**src/rtl/pc_sequencer.sv**
```systemverilog
// pc_sequencer: next-PC generator feeding the program counter register.
// It sequences BOOT -> RUN -> HALT, selects the next PC from stall, return,
// call, jump, branch and sequential requests, and owns a circular
// return-address stack (RAS).
// Optional build macro: PC_SEQ_WRAP_DETECT_EN adds the sticky pc_wrap output.
// No valid/ready handshakes exist here. Every request input is sampled
// combinationally in the cycle it is asserted, and its effect on registered
// state lands at the next rising clock edge.
module pc_sequencer #(
  parameter int AW        = 6,
  parameter int RAS_DEPTH = 4,
  parameter int RESET_VEC = 0,
  localparam int PW       = $clog2(RAS_DEPTH),
  localparam int DW       = PW + 1
) (
  input  logic          clk,
  input  logic          rst_n,
  input  logic [AW-1:0] pc_in,
  input  logic          stall,
  input  logic          halt_req,
  input  logic          resume,
  input  logic          branch_taken,
  input  logic [AW-1:0] branch_off,
  input  logic          jump,
  input  logic [AW-1:0] jump_addr,
  input  logic          call,
  input  logic          ret,
  output logic [AW-1:0] target,
  output logic [1:0]    state,
  output logic [DW-1:0] ras_depth,
  output logic          ras_ovf,
  output logic          ras_unf
`ifdef PC_SEQ_WRAP_DETECT_EN
  ,
  output logic          pc_wrap
`endif
);

  typedef enum logic [1:0] {
    ST_BOOT = 2'b00,
    ST_RUN  = 2'b01,
    ST_HALT = 2'b10
  } state_t;

  localparam logic [AW-1:0] RV   = AW'(RESET_VEC);
  localparam logic [DW-1:0] FULL = DW'(RAS_DEPTH);

  // Registered state
  state_t        r_state;
  logic [PW-1:0] r_wr_ptr;   // next slot to write; top entry is r_wr_ptr-1
  logic [DW-1:0] r_depth;
  logic          r_ovf;
  logic          r_unf;
  logic [AW-1:0] r_stack [RAS_DEPTH];

  // Combinational decisions
  state_t        w_next_state;
  logic [AW-1:0] w_target;
  logic          w_push;
  logic          w_pop;
  logic          w_set_ovf;
  logic          w_set_unf;
  logic [AW-1:0] w_pc_inc;
  logic [AW-1:0] w_pc_br;
  logic [PW-1:0] w_top_idx;
  logic [AW-1:0] w_top_val;
  logic          w_full;
  logic          w_empty;
`ifdef PC_SEQ_WRAP_DETECT_EN
  logic          w_seq_inc;   // this cycle uses the pc_in+1 path
  logic          r_wrap;
`endif

  assign w_pc_inc  = pc_in + AW'(1);
  assign w_pc_br   = pc_in + branch_off;
  assign w_top_idx = r_wr_ptr - PW'(1);
  assign w_top_val = r_stack[w_top_idx];
  assign w_full    = (r_depth == FULL);
  assign w_empty   = (r_depth == '0);

  // Next-state, target selection and stack control, priority-encoded in RUN
  always_comb begin
    w_next_state = r_state;
    w_target     = pc_in;
    w_push       = 1'b0;
    w_pop        = 1'b0;
    w_set_ovf    = 1'b0;
    w_set_unf    = 1'b0;
`ifdef PC_SEQ_WRAP_DETECT_EN
    w_seq_inc    = 1'b0;
`endif
    case (r_state)
      ST_BOOT: begin
        w_target     = RV;
        w_next_state = ST_RUN;
      end
      ST_RUN: begin
        if (stall) begin
          // Hold the PC; halt and all redirects wait for the stall to clear.
          w_target = pc_in;
        end else begin
          if (ret) begin
            w_pop = 1'b1;
            if (!w_empty) begin
              w_target = w_top_val;
            end else begin
              w_target  = w_pc_inc;
              w_set_unf = 1'b1;
`ifdef PC_SEQ_WRAP_DETECT_EN
              w_seq_inc = 1'b1;
`endif
            end
          end else if (call) begin
            w_push    = 1'b1;
            w_target  = jump_addr;
            w_set_ovf = w_full;
`ifdef PC_SEQ_WRAP_DETECT_EN
            w_seq_inc = 1'b1;
`endif
          end else if (jump) begin
            w_target = jump_addr;
          end else if (branch_taken) begin
            w_target = w_pc_br;
          end else begin
            w_target = w_pc_inc;
`ifdef PC_SEQ_WRAP_DETECT_EN
            w_seq_inc = 1'b1;
`endif
          end
          if (halt_req) begin
            w_next_state = ST_HALT;
          end
        end
      end
      ST_HALT: begin
        // Target stays pc_in, including the cycle resume is seen.
        w_target = pc_in;
        if (resume) begin
          w_next_state = ST_RUN;
        end
      end
      default: begin
        w_target     = RV;
        w_next_state = ST_BOOT;
      end
    endcase
    if (!rst_n) begin
      w_target = RV;
    end
  end

  // State, stack pointer, depth and sticky flags with asynchronous reset
  always_ff @(posedge clk or negedge rst_n) begin
    if (!rst_n) begin
      r_state  <= ST_BOOT;
      r_wr_ptr <= '0;
      r_depth  <= '0;
      r_ovf    <= 1'b0;
      r_unf    <= 1'b0;
    end else begin
      r_state <= w_next_state;
      if (w_push) begin
        // When full, the write slot holds the oldest entry and is overwritten.
        r_wr_ptr <= r_wr_ptr + PW'(1);
        if (!w_full) begin
          r_depth <= r_depth + DW'(1);
        end
      end else if (w_pop && !w_empty) begin
        r_wr_ptr <= w_top_idx;
        r_depth  <= r_depth - DW'(1);
      end
      if (w_set_ovf) begin
        r_ovf <= 1'b1;
      end
      if (w_set_unf) begin
        r_unf <= 1'b1;
      end
    end
  end

  // Stack storage: contents are don't-care after reset, so no reset here
  always_ff @(posedge clk) begin
    if (w_push) begin
      r_stack[r_wr_ptr] <= w_pc_inc;
    end
  end

`ifdef PC_SEQ_WRAP_DETECT_EN
  // Sticky flag for a sequential increment rolling from all-ones to zero
  always_ff @(posedge clk or negedge rst_n) begin
    if (!rst_n) begin
      r_wrap <= 1'b0;
    end else if (w_seq_inc && (pc_in == '1)) begin
      r_wrap <= 1'b1;
    end
  end
  assign pc_wrap = r_wrap;
`endif

  assign target    = w_target;
  assign state     = r_state;
  assign ras_depth = r_depth;
  assign ras_ovf   = r_ovf;
  assign ras_unf   = r_unf;

endmodule
```
**config.mk**
```make
export PLATFORM = sky130hd
export DESIGN_NAME = pc_sequencer
export DESIGN_NICKNAME = d
export VERILOG_FILES = /design/src/rtl/pc_sequencer.sv
export SDC_FILE = /design/constraint.sdc
export NUM_CORES = 1
export LEC_CHECK = 0
export CAP_MARGIN = 10
export CORE_MARGIN = 5
export CORE_UTILIZATION = 28
export CTS_CLUSTER_DIAMETER = 60
export DETAILED_ROUTE_END_ITERATION = 12
export PLACE_DENSITY_LB_ADDON = 0.1
export SLEW_MARGIN = 20
export SYNTH_ARGS = -nofsm -noshare
export SYNTH_HDL_FRONTEND = slang
export SYNTH_SLANG_ARGS = --single-unit
```
**constraint.sdc**
```tcl
create_clock -name clk -period 2.35 [get_ports clk]
set_input_delay 0.235 -clock clk [delete_from_list [all_inputs] [get_ports clk]]
set_output_delay 0.235 -clock clk [all_outputs]
set_load 0.05 [all_outputs]
```
Word-level counts from Yosys, hierarchy flattened
Memories as Yosys holds them, arrays and structs flattened.
Cells that the tools add are included.

operators by class
  add/subtract/negate cells = 6
  multiplexer cells = 34
  reductions and logical operators = 7
  equality and inequality tests = 7

operator list
  cell                 count
  $mux 6               7
  $mux 1               17
  $pmux 6 s2           1
  $mux 2               5
  $mux 3               3
  $ne 2x2->1 const B   4
  $add 6x1->6 const B  1
  $add 6x6->6          1
  $pmux 2 s3           1
  $add 3x1->3 const B  1
  $eq 3x3->1 const B   1
  $logic_not 3->1      1
  $reduce_and 3->1     1
  $sub 3x1->3 const B  1
  $add 2x1->2 const B  1
  $eq 2x1->1 const B   1
  $eq 2x2->1 const B   1
  $logic_not 2->1      1
  $reduce_and 2->1     1
  $reduce_bool 2->1    1
  $sub 2x1->2 const B  1
  $logic_and 1x1->1    1
  $logic_not 1->1      1

storage, ports and cells
  memories kept = 1
  logic and storage cells = 60
  register bits = 9
  RAM bits = 24

memory list
  name     depth  bits a word  rd ports  clocked after Yosys merged registers in  wr ports  RTL line  source
  r_stack  4      6            1         0                                        1         54        logic [AW-1:0] r_stack [RAS_DEPTH];

Longest topological paths before layout
Gate-level depths: netlist (run 1).

  depth in word-level cells = 8
  mapped depth = 9

Least setup slack after synthesis (run 1)
No wires, ideal clock.

  path type = flip-flop to output port
  from = reg r_state[0] (netlist: state[0])
  to = out target[4]
  data required time = 2.115 ns
  arrival time = 2.704 ns
  slack = -0.589 ns
  cell stages (with the launch flop) = 7
  cell sequence = dfrtp_1 -> inv_1 -> ha_1 -> nand3_1 -> nor2_1 -> o311ai_0 -> o21ai_0

between the ends
  longest elaborated chain between the ends = 3

RTL lines
  item                                      RTL line  source
  start, declared                           49        state_t r_state;
  start signal, assigned                    161       r_state <= w_next_state;
  $eq 2x2->1 or $eq 2x1->1 (tied branches)  92        case (r_state)
  $pmux 6 s2 *                              92
  $mux 6 *                                  147       if (!rst_n) begin
  end, declared                             28        output logic [AW-1:0] target,

Mark *: on every way between the ends. The rest lies on a longest branch, timed or not.

Worst setup path after layout (run 1)
  from = in pc_in[2]
  to = out target[3]

between the ends
  longest elaborated chain between the ends = 8

RTL lines
  item                                        RTL line  source
  start, declared                             18        input logic [AW-1:0] pc_in,
  $add 6x1->6 or $add 6x6->6 (tied branches)  74, 75
  $mux 6                                      122       end else if (branch_taken) begin
  $mux 6                                      120       end else if (jump) begin
  $mux 6                                      113       end else if (call) begin
  $mux 6 *                                    102       if (ret) begin
  $mux 6 *                                    98        if (stall) begin
  $pmux 6 s2 *                                92
  $mux 6 *                                    147

Marks and branches as above.

==> results.toml, run 1 <==
[setup_path]
worst-setup-path-type = "in -> out"
setup.worst_path.start_class = "input pin"
worst-endpoint-arrival_ns = 2.15
cp_max_fo = 4
setup.worst_path.end_class = "output pin"
timing.critical_path.required_ns = 2.12

[placement]
place.port_buffers = 39
gpl.final_weighted_congestion = 0.774
detailedPlacementHpwl_um = 4610
pre_cts_setup_slack_ns = -0.212
placed_area_um2 = 2950

[clock_tree]
cts_made_buffers = 5
clock_insertion_delay_worst_skew_ns = 0.28
cts_tree = "yes"
clkTransAtPathRegs_ns = 0.07
h-tree-depth = 2
clockBufferDepth = 2
cts_num_sinks = 33
cts_root_buffer = "sky130_fd_sc_hd__clkbuf_8"

[die]
initial_standard_cell_utilization_of_the_core_pct = 28.5
fp.dieW_um = 98.4
core_area_um2 = 7690
io_pins = 40
die_area_um2 = 9680
std_cell_rows = 32
chipHeight_um = 98.4

[layout]
area_delta_synth_final_pct = 47.9
antenna_cells = 0
final.fill_count = 766
design.final.nets = 314
layout-drive-gt1-share_pct = 32.0
final_core_occ_pct = 42.1
stdcell_area_um2 = 3240

[synthesis]
netlist_instances = 200
synth.net_count = 243
synth_top_area_cell = "sky130_fd_sc_hd__edfxtp_1"
synth.most_common_cell = "sky130_fd_sc_hd__edfxtp_1"
ys_types = 47
synth_area_leaders = "sky130_fd_sc_hd__edfxtp_1 33%, sky130_fd_sc_hd__dfrtp_1 10%, sky130_fd_sc_hd__ha_1 8.0%"
synth.ff_latch_count = 33
synthFlopType = "sky130_fd_sc_hd__edfxtp_1"
yosys-top-cells-count = "24 x sky130_fd_sc_hd__edfxtp_1, 19 x sky130_fd_sc_hd__nand2_1, 15 x sky130_fd_sc_hd__a21oi_1, 14 x sky130_fd_sc_hd__ha_1, 13 x sky130_fd_sc_hd__o21ai_0"
async_reset_ff_share_pct = 27.3
synth.avg_cell_area_um2 = 10.9
syn-cell-area_um2 = 2190
synth_enable_flop_cells = 24
synth_sequential_area_ratio_pct = 43.2
synthesis_warnings = 0
synthDominantCellAreaShare_pct = 32.9

[global_route]
grt_remaining_overflow = 0
grt_first_pass_wirelength_um = 9540
largest_net_degree_at_the_start_of_global_routing = 12
track_usage_pct = 12.4
grt_pass1_vias = 1862
antenna_found_initial = 0

[sta]
finalMaxSlewViolations = 0
timing.clock.skew_ns = 0.00542
finalWorstPathRequiredPeriod_ns = 2.38
final_hold_violation_count = 0
final_min_period_over_clock_period_pct = 101
setup_viol_count_final = 2
tightest_slew_ns = 0.505
max_freq_mhz = 420
slew_headroom_pct = 66.2
rsz0062_at_grt = "true"
layout_setup_ws_ns = -0.0325

[flow_run]
drv.max_cap_violation_count = 0

[routing]
detail_route.iter0.violations = 31
detail_route.drc_violations = 0
post_drt_via_cell_ratio = 4.79
postRouteWirelength_um = 5880
dr.pass1.iters = 4
post_drt_wl_per_cell_um = 15.7
post_route_antenna_net_violation_count = 0
num_vias = 1791

[power_and_ir_drop]
p_per_area_nw_per_um2 = 1020
p_leak_nw = 1.26
worst_ir_drop_vdd_v = 0.000424

[outcome]
violated_checks = "setup timing"
outcome = "complete, but fails checks"

[hold_path]
holdCritPathClass = "in -> async"
==> worst max-delay path, stage by stage <==
cell and delay [ns]:
sky130_fd_sc_hd__clkdlybuf4s50_1 0.43, sky130_fd_sc_hd__ha_1 0.36, sky130_fd_sc_hd__a21oi_2 0.20, sky130_fd_sc_hd__nand3_1 0.15, sky130_fd_sc_hd__a21oi_4 0.21, sky130_fd_sc_hd__o31ai_2 0.10, sky130_fd_sc_hd__a211oi_4 0.28, sky130_fd_sc_hd__buf_12 0.17
==> power breakdown <==
group,leakage [nW],internal (W),switching (W)
clock network,0.0681,0.000421,0.000214
registers,0.323,0.000720,0.0000571
logic,0.870,0.000883,0.000992
total,1.26,0.00202,0.00126
==> final timing paths <==
| kind | from | to | slack [ns] | depth (start not counted) |
|---|---|---|---|---|
| setup / recovery | pc_in[2] | target[3] | -0.03 | 8 |
| hold / removal | rst_n | state[1] | 0.41 | 2 |
| setup reg to reg | state[1] | ras_depth[1] | 0.49 | 7 |
| hold reg to reg | ras_ovf | ras_ovf | 0.47 | 1 |
| max in group asynchronous | rst_n | state[0] | 1.79 | 2 |
| min in group clk | ras_ovf | ras_ovf | 0.47 | 1 |
==> logic make-up (layout without fill, tap and decap cells) <==
family          count (synthesis)  in the layout  synth area share (%)
compound gates                 54             54                  16.6
flops                          33             33                  43.2
buf+inv                        19             91                  4.12
fa+ha+maj                      16             16                  9.83
simple gates                   61             61                  14.8
xor+xnor                        8              8                  3.20
mux                             9              9                  8.23
==> per-stage QoR <==
step           setup TNS (ns)  hold slack (ns)  power, W  std cells
3_3_place_gp           -0.607            0.451   0.00247        358
5_1_grt                -0.379            0.428   0.00351        374
4_1_cts               -0.0722            0.398   0.00321        371
6_report              -0.0359            0.413   0.00329        374
3_5_place_dp           -0.636            0.463   0.00247        358
2_1_floorplan               0          -0.0606   0.00191        200
==> final cells by class <==
class,count,area (µm²),share of cell area [%]
multi-input cells,148,1280,39.5
flip-flops and latches,33,948,29.3
repair buffers,73,711,22.0
well taps,102,128,3.94
clock buffers,5,68.8,2.13
clock inverters,3,65.1,2.01
inverters,10,37.5,1.16
==> placed cells by master, fill, tap and decap left out, drive strengths merged, types with 5 or more instances in the layout <==
cell / netlist / routed
buf: 4 / 40
clkdlybuf4s50: 0 / 29
edfxtp: 24 / 24
nand2: 19 / 19
a21oi: 15 / 15
ha: 14 / 14
o21ai: 13 / 13
nand3: 12 / 12
inv: 10 / 10
dfrtp: 9 / 9
nor2: 8 / 8
o211ai: 6 / 6
xor2: 6 / 6
mux4: 6 / 6
clkbuf: 5 / 5
==> flip-flops by register name, summed over array words and instances (netlist names) <==
name / count
r_stack: 24
r_wr_ptr: 2
ras_depth: 3
ras_ovf: 1
ras_unf: 1
state: 2
==> layer usage <==
metal  wire (µm)  up-vias  global-route usage (%)
li1            -      892                       -
met1        2730      850                    16.1
met2        2760       38                    19.9
met3         281       11                    3.14
met4         108        0                    4.73
met5           0        -                       0
==> timing repair <==
action,in CTS,in global routing
gates cloned,0,0
hold buffers,0,0
setup endpoints to repair,5,6
gates resized for setup,20,13
hold endpoints to repair,0,0
setup buffers,5,3
pin swaps,10,6
No activity file was read; power rests on OpenSTA's default activity.
==> run 2, diff against run 1 <==
--- a/config.mk
+++ b/config.mk
@@ -7,7 +7,7 @@
 export LEC_CHECK = 0
 export CAP_MARGIN = 10
 export CORE_MARGIN = 5
-export CORE_UTILIZATION = 28
+export CORE_UTILIZATION = 50
 export CTS_CLUSTER_DIAMETER = 60
 export DETAILED_ROUTE_END_ITERATION = 12
 export PLACE_DENSITY_LB_ADDON = 0.1
==> run 2 against run 1 <==
  * The run now ends clean
  * Global-route usage is 6.6 points higher
  * Worst hold slack better by 0.020 ns
  * Non-clock buffer count grew 3
  * Register-to-register slack lost 0.07 ns
  * Via count is 4.8% higher
  * Cell count down 13%
  * Total power decreased by 1.7%
  * First-iteration DRC count increased to 3.9 times the previous value
  * Clock power decreased by 16%
  * Core utilization up 33 points
==> results.toml, run 2 (synthesis results as in run 1) <==
[outcome]
outcome = "finished, final reports clean"

[power_and_ir_drop]
worst_ir_drop_vdd_v = 0.000876
p_leak_nw = 1.28
p_per_area_nw_per_um2 = 1010

[layout]
antenna_cells = 0
area_delta_synth_final_pct = 46.4
max_reg_flops = 24
final-seq-area_um2 = 948
design.final.nets = 317
multi_input_area_um2 = 1300
layout-drive-gt1-share_pct = 34.9
mostFrequentLayoutCell = "sky130_fd_sc_hd__buf_4"
final.fill_count = 296
commonest_cells_after_routing_fill_and_taps_aside = "35 x sky130_fd_sc_hd__buf_4, 27 x sky130_fd_sc_hd__clkdlybuf4s50_1, 24 x sky130_fd_sc_hd__edfxtp_1"
largest_register = "r_stack"

[sta]
tightest_slew_ns = 0.499
max_freq_mhz = 426
final.hold.worst_slack_ns = 0.433
finalWorstPathRequiredPeriod_ns = 2.35
final_min_period_over_clock_period_pct = 99.8
layout_setup_ws_ns = 0.00438
setup_viol_count_final = 0
rsz0062_at_grt = "true"
finalMaxSlewViolations = 0
slew_headroom_pct = 66.6
final_hold_violation_count = 0
timing.clock.skew_ns = 0.00903

[global_route]
grt_pass1_vias = 1891
grt_remaining_overflow = 0
largest_net_degree_at_the_start_of_global_routing = 13
antenna_found_initial = 0
track_usage_pct = 19.0
grt_first_pass_wirelength_um = 8980

[setup_path]
cp_max_fo = 3
setup.worst_path.end_class = "output pin"
worst-setup-path-type = "reg -> out"
setup.worst_path.start_class = "flip-flop"
timing.critical_path.required_ns = 2.12
worst-endpoint-arrival_ns = 2.11

[clock_tree]
cts_root_buffer = "sky130_fd_sc_hd__clkbuf_8"
clkTransAtPathRegs_ns = 0.07
clock_insertion_delay_worst_skew_ns = 0.29
cts_num_sinks = 33
clockBufferDepth = 2
cts_tree = "yes"
cts.hold.buffers_added = 0
h-tree-depth = 2
cts_made_buffers = 5

[die]
core_area_um2 = 4290
io_pins = 40
std_cell_rows = 24
chipHeight_um = 76.2
fp.dieW_um = 76.2
die_area_um2 = 5800
initial_standard_cell_utilization_of_the_core_pct = 51.0

[routing]
post_route_antenna_net_violation_count = 0
postRouteWirelength_um = 5650
detail_route.drc_violations = 0
num_vias = 1877
post_drt_wl_per_cell_um = 17.3
dr.pass1.iters = 4
post_drt_via_cell_ratio = 5.74
detail_route.iter0.violations = 122

[placement]
gpl.final_weighted_congestion = 0.861
place.port_buffers = 39
pre_cts_setup_slack_ns = -0.217
detailedPlacementHpwl_um = 4100

[flow_run]
drv.max_cap_violation_count = 0

[hold_path]
holdCritPathClass = "in -> reg"
run 2: changes by cell type in the layout (fill, tap and decap cells not counted), sizes merged:
cell,delta
buf,+3
clkdlybuf4s50,-2
dlymetal6s2s,+2
bufinv,-1
clkbuf,+1
clkdlybuf4s15,-1
clkinvlp,+1
run 2: final cells by class:
class / instances / share of cell area, %
clock buffers: 5 / 2.15
clock inverters: 3 / 1.45
inverters: 10 / 1.17
multi-input cells: 148 / 40.7
flip-flops and latches: 33 / 29.6
well taps: 52 / 2.03
repair buffers: 76 / 22.9
run 2: worst max-delay path: stages (launching register included):
cell and delay (ns):
sky130_fd_sc_hd__dfrtp_1 0.41, sky130_fd_sc_hd__inv_2 0.09, sky130_fd_sc_hd__ha_4 0.22, sky130_fd_sc_hd__mux4_2 0.24
sky130_fd_sc_hd__nor3b_2 0.05, sky130_fd_sc_hd__a311oi_2 0.23, sky130_fd_sc_hd__o31ai_2 0.14, sky130_fd_sc_hd__a211oi_4 0.27
sky130_fd_sc_hd__buf_12 0.17
run 2: final timing paths:
kind | to | slack [ns] | from | depth (start not counted)
worst max-delay path | target[3] | 0.004 | r_wr_ptr[1] | 8
worst min-delay path | r_stack[1][0] | 0.43 | pc_in[0] | 3
worst max register to register | ras_depth[1] | 0.42 | state[0] | 8
worst min register to register | ras_unf | 0.49 | ras_unf | 1
max in group asynchronous | state[0] | 1.74 | rst_n | 2
min in group asynchronous | ras_depth[1] | 0.44 | rst_n | 2
run 2: routing by layer:
layer  vias to the layer above  GRT usage, %  wire, µm
li1                        898             -         -
met1                       913          23.6      2320
met2                        56          31.4      2870
met3                        10          5.08       332
met4                         0          7.34       132
met5                         -             0         0
run 2: where the power goes:
part | internal [W] | switching [W] | total (W)
Sequential | 0.000720 | 0.0000526 | 0.000772
Clock | 0.000317 | 0.000219 | 0.000536
Combinational | 0.000905 | 0.00102 | 0.00192
run 2: timing repair:
item	in CTS	in global routing
setup endpoints to repair	5	6
pin swaps	10	8
setup buffers	7	6
hold endpoints to repair	0	0
gates resized for setup	18	22
cloned	0	0
run 2: stage by stage:
stage	instance area, µm²	power [W]	util, %	std cells	TNS, ns
2_1_floorplan	2240	0.00191	-	200	0
3_3_place_gp	2880	0.00237	67.0	306	-0.463
3_5_place_dp	2880	0.00242	67.0	306	-0.607
4_1_cts	3070	0.00307	71.5	321	-0.0642
5_1_grt	3200	0.00342	74.6	327	-0.116
6_report	3200	0.00323	74.6	327	0
==> run 3, diff against run 2 <==
--- a/config.mk
+++ b/config.mk
@@ -10,7 +10,7 @@
 export CORE_UTILIZATION = 50
 export CTS_CLUSTER_DIAMETER = 60
 export DETAILED_ROUTE_END_ITERATION = 12
-export PLACE_DENSITY_LB_ADDON = 0.1
+export PLACE_DENSITY_LB_ADDON = 0.3
 export SLEW_MARGIN = 20
 export SYNTH_ARGS = -nofsm -noshare
 export SYNTH_HDL_FRONTEND = slang
==> run 3 against run 2 <==
  * The flow now finishes with violations (setup timing)
  * Via count shrank 1.4%
  * Total power shrank 7.2%
  * Clock power shrank 27%
  * Core utilization shrank 2.3 points
  * Sequential power is essentially flat
  * Combinational power shrank 4%
  * Largest cell class unchanged
==> results.toml, run 3 (synthesis results as in run 1) <==
[placement]
detailedPlacementHpwl_um = 4010
place.port_buffers = 39
placed_area_um2 = 2890
cells_after_dpl = 308
gpl.final_weighted_congestion = 0.839

[die]
die_area_um2 = 5800
chipHeight_um = 76.2
std_cell_rows = 24
initial_standard_cell_utilization_of_the_core_pct = 51.0
core_area_um2 = 4290
fp.dieW_um = 76.2
io_pins = 40

[routing]
post_drt_wl_per_cell_um = 16.5
detail_route.drc_violations = 0
dr.pass1.iters = 4
post_drt_via_cell_ratio = 5.69
postRouteWirelength_um = 5360
num_vias = 1850
post_route_antenna_net_violation_count = 0
detail_route.iter0.violations = 156

[layout]
area_delta_synth_final_pct = 41.9
max_reg_flops = 24
stdcell_area_um2 = 3100
final.fill_count = 303
antenna_cells = 0
largest_register = "r_stack"
commonest_cells_after_routing_fill_and_taps_aside = "34 x sky130_fd_sc_hd__buf_4, 29 x sky130_fd_sc_hd__clkdlybuf4s50_1, 24 x sky130_fd_sc_hd__edfxtp_1"
layout-drive-gt1-share_pct = 30.4
mostFrequentLayoutCell = "sky130_fd_sc_hd__buf_4"
design.final.nets = 315
instances_no_fill = 325

[global_route]
antenna_found_initial = 0
grt_first_pass_wirelength_um = 8780
largest_net_degree_at_the_start_of_global_routing = 12
track_usage_pct = 18.7
grt_pass1_vias = 1870
grt_remaining_overflow = 0

[sta]
finalWorstPathRequiredPeriod_ns = 2.35
final_hold_violation_count = 0
tightest_slew_ns = 0.495
final.hold.worst_slack_ns = 0.301
timing.clock.skew_ns = 0.00955
setup_viol_count_final = 1
rsz0062_at_grt = "true"
layout_setup_ws_ns = -0.00420
finalMaxSlewViolations = 0
max_freq_mhz = 425
final_min_period_over_clock_period_pct = 100
slew_headroom_pct = 66.9

[setup_path]
worst-setup-path-type = "in -> out"
slowest_delay_ns = 0.49
setup.worst_path.end_class = "output pin"
cp_common_cell = "sky130_fd_sc_hd__buf_4"
worst-endpoint-arrival_ns = 2.12
crit_slowest_cell = "sky130_fd_sc_hd__clkdlybuf4s50_1"
setup.worst_path.start_class = "input pin"
critical_path_buf_inv_count = 4
critical-path-top-delay-family = "buffers and inverters"
timing.critical_path.required_ns = 2.12
path_cells = "clkdlybuf4s50_1 > buf_4 > nand3_1 > xor2_1 > buf_4 > a311oi_2 > o31ai_2 > a211oi_4 > buf_12"
cp_max_fo = 5

[power_and_ir_drop]
p_switching_w = 0.00122
p_per_area_nw_per_um2 = 966
fraction_of_power_consumed_by_the_clock_network_pct = 13.1
switching_share_pct = 40.7
worst_ir_drop_vdd_v = 0.000660
p_seq_share_pct = 25.7
p_comb_share_pct = 61.2
total_power_w = 0.00300
cell_internal_power_w = 0.00178
p_leak_nw = 1.24

[clock_tree]
clockBufferDepth = 2
clkTransAtPathRegs_ns = 0.07
cts_root_buffer = "sky130_fd_sc_hd__clkbuf_8"
clock_insertion_delay_worst_skew_ns = 0.29
cts_tree = "yes"
cts_made_buffers = 5
h-tree-depth = 2
cts_num_sinks = 33

[flow_run]
drv.max_cap_violation_count = 0

[outcome]
outcome = "complete, but fails checks"
violated_checks = "setup timing"

[hold_path]
holdCritPathClass = "in -> async"
run 3: layout make-up:
| type | count | area [µm²] | area share [%] |
|---|---|---|---|
| inverter | 10 | 37.5 | 1.21 |
| clock inverter | 2 | 10.0 | 0.322 |
| multi-input combinational | 148 | 1260 | 40.5 |
| timing repair buffer | 74 | 713 | 23.0 |
| sequential | 33 | 948 | 30.6 |
| tap | 52 | 65.1 | 2.10 |
| clock buffer | 6 | 72.6 | 2.34 |
run 3: final timing paths:
path                               start            to  slack (ns)  depth (start not counted)
worst max-delay path            pc_in[2]     target[3]      -0.004                          9
worst min-delay path               rst_n      state[1]        0.30                          2
worst max register to register  state[1]  ras_depth[1]        0.28                          8
worst min register to register   ras_ovf       ras_ovf        0.48                          1
max in group asynchronous          rst_n      state[0]        1.90                          2
min in group clk                 ras_ovf       ras_ovf        0.48                          1
run 3: per-layer routing:
layer	up-vias	GRT usage [%]	part of all wire, %
met3	14	5.32	5.3
met2	58	30.6	49
met4	0	8.92	2.5
li1	898	-	-
met5	-	0	0
met1	880	22.6	43
run 3: metrics by stage:
stage | util (%) | TNS (ns) | worst slack, ns
global placement | 67.3 | -0.376 | -0.152
CTS | 71.3 | -0.0305 | -0.0166
global route | 72.3 | -0.288 | -0.102
floorplan | - | 0 | 0.0115
detailed placement | 67.3 | -0.634 | -0.227
finish | 72.3 | -0.00420 | -0.00420
run 3: power groups by stage:
stage               Sequential (W)  Clock, W  Combinational (W)
finish                    0.000770  0.000393            0.00184
global route              0.000780  0.000434            0.00198
detailed placement        0.000792         0            0.00161
global placement          0.000787         0            0.00158
CTS                       0.000770  0.000404            0.00177
floorplan                  0.00101         0           0.000908
run 3: what timing repair did:
item | in CTS | in global routing
hold buffers | 0 | 0
buffers inserted | 7 | 2
gates resized for setup | 18 | 8
endpoints found under the setup margin | 5 | 6
cloned | 0 | 0
pin swaps | 10 | 8
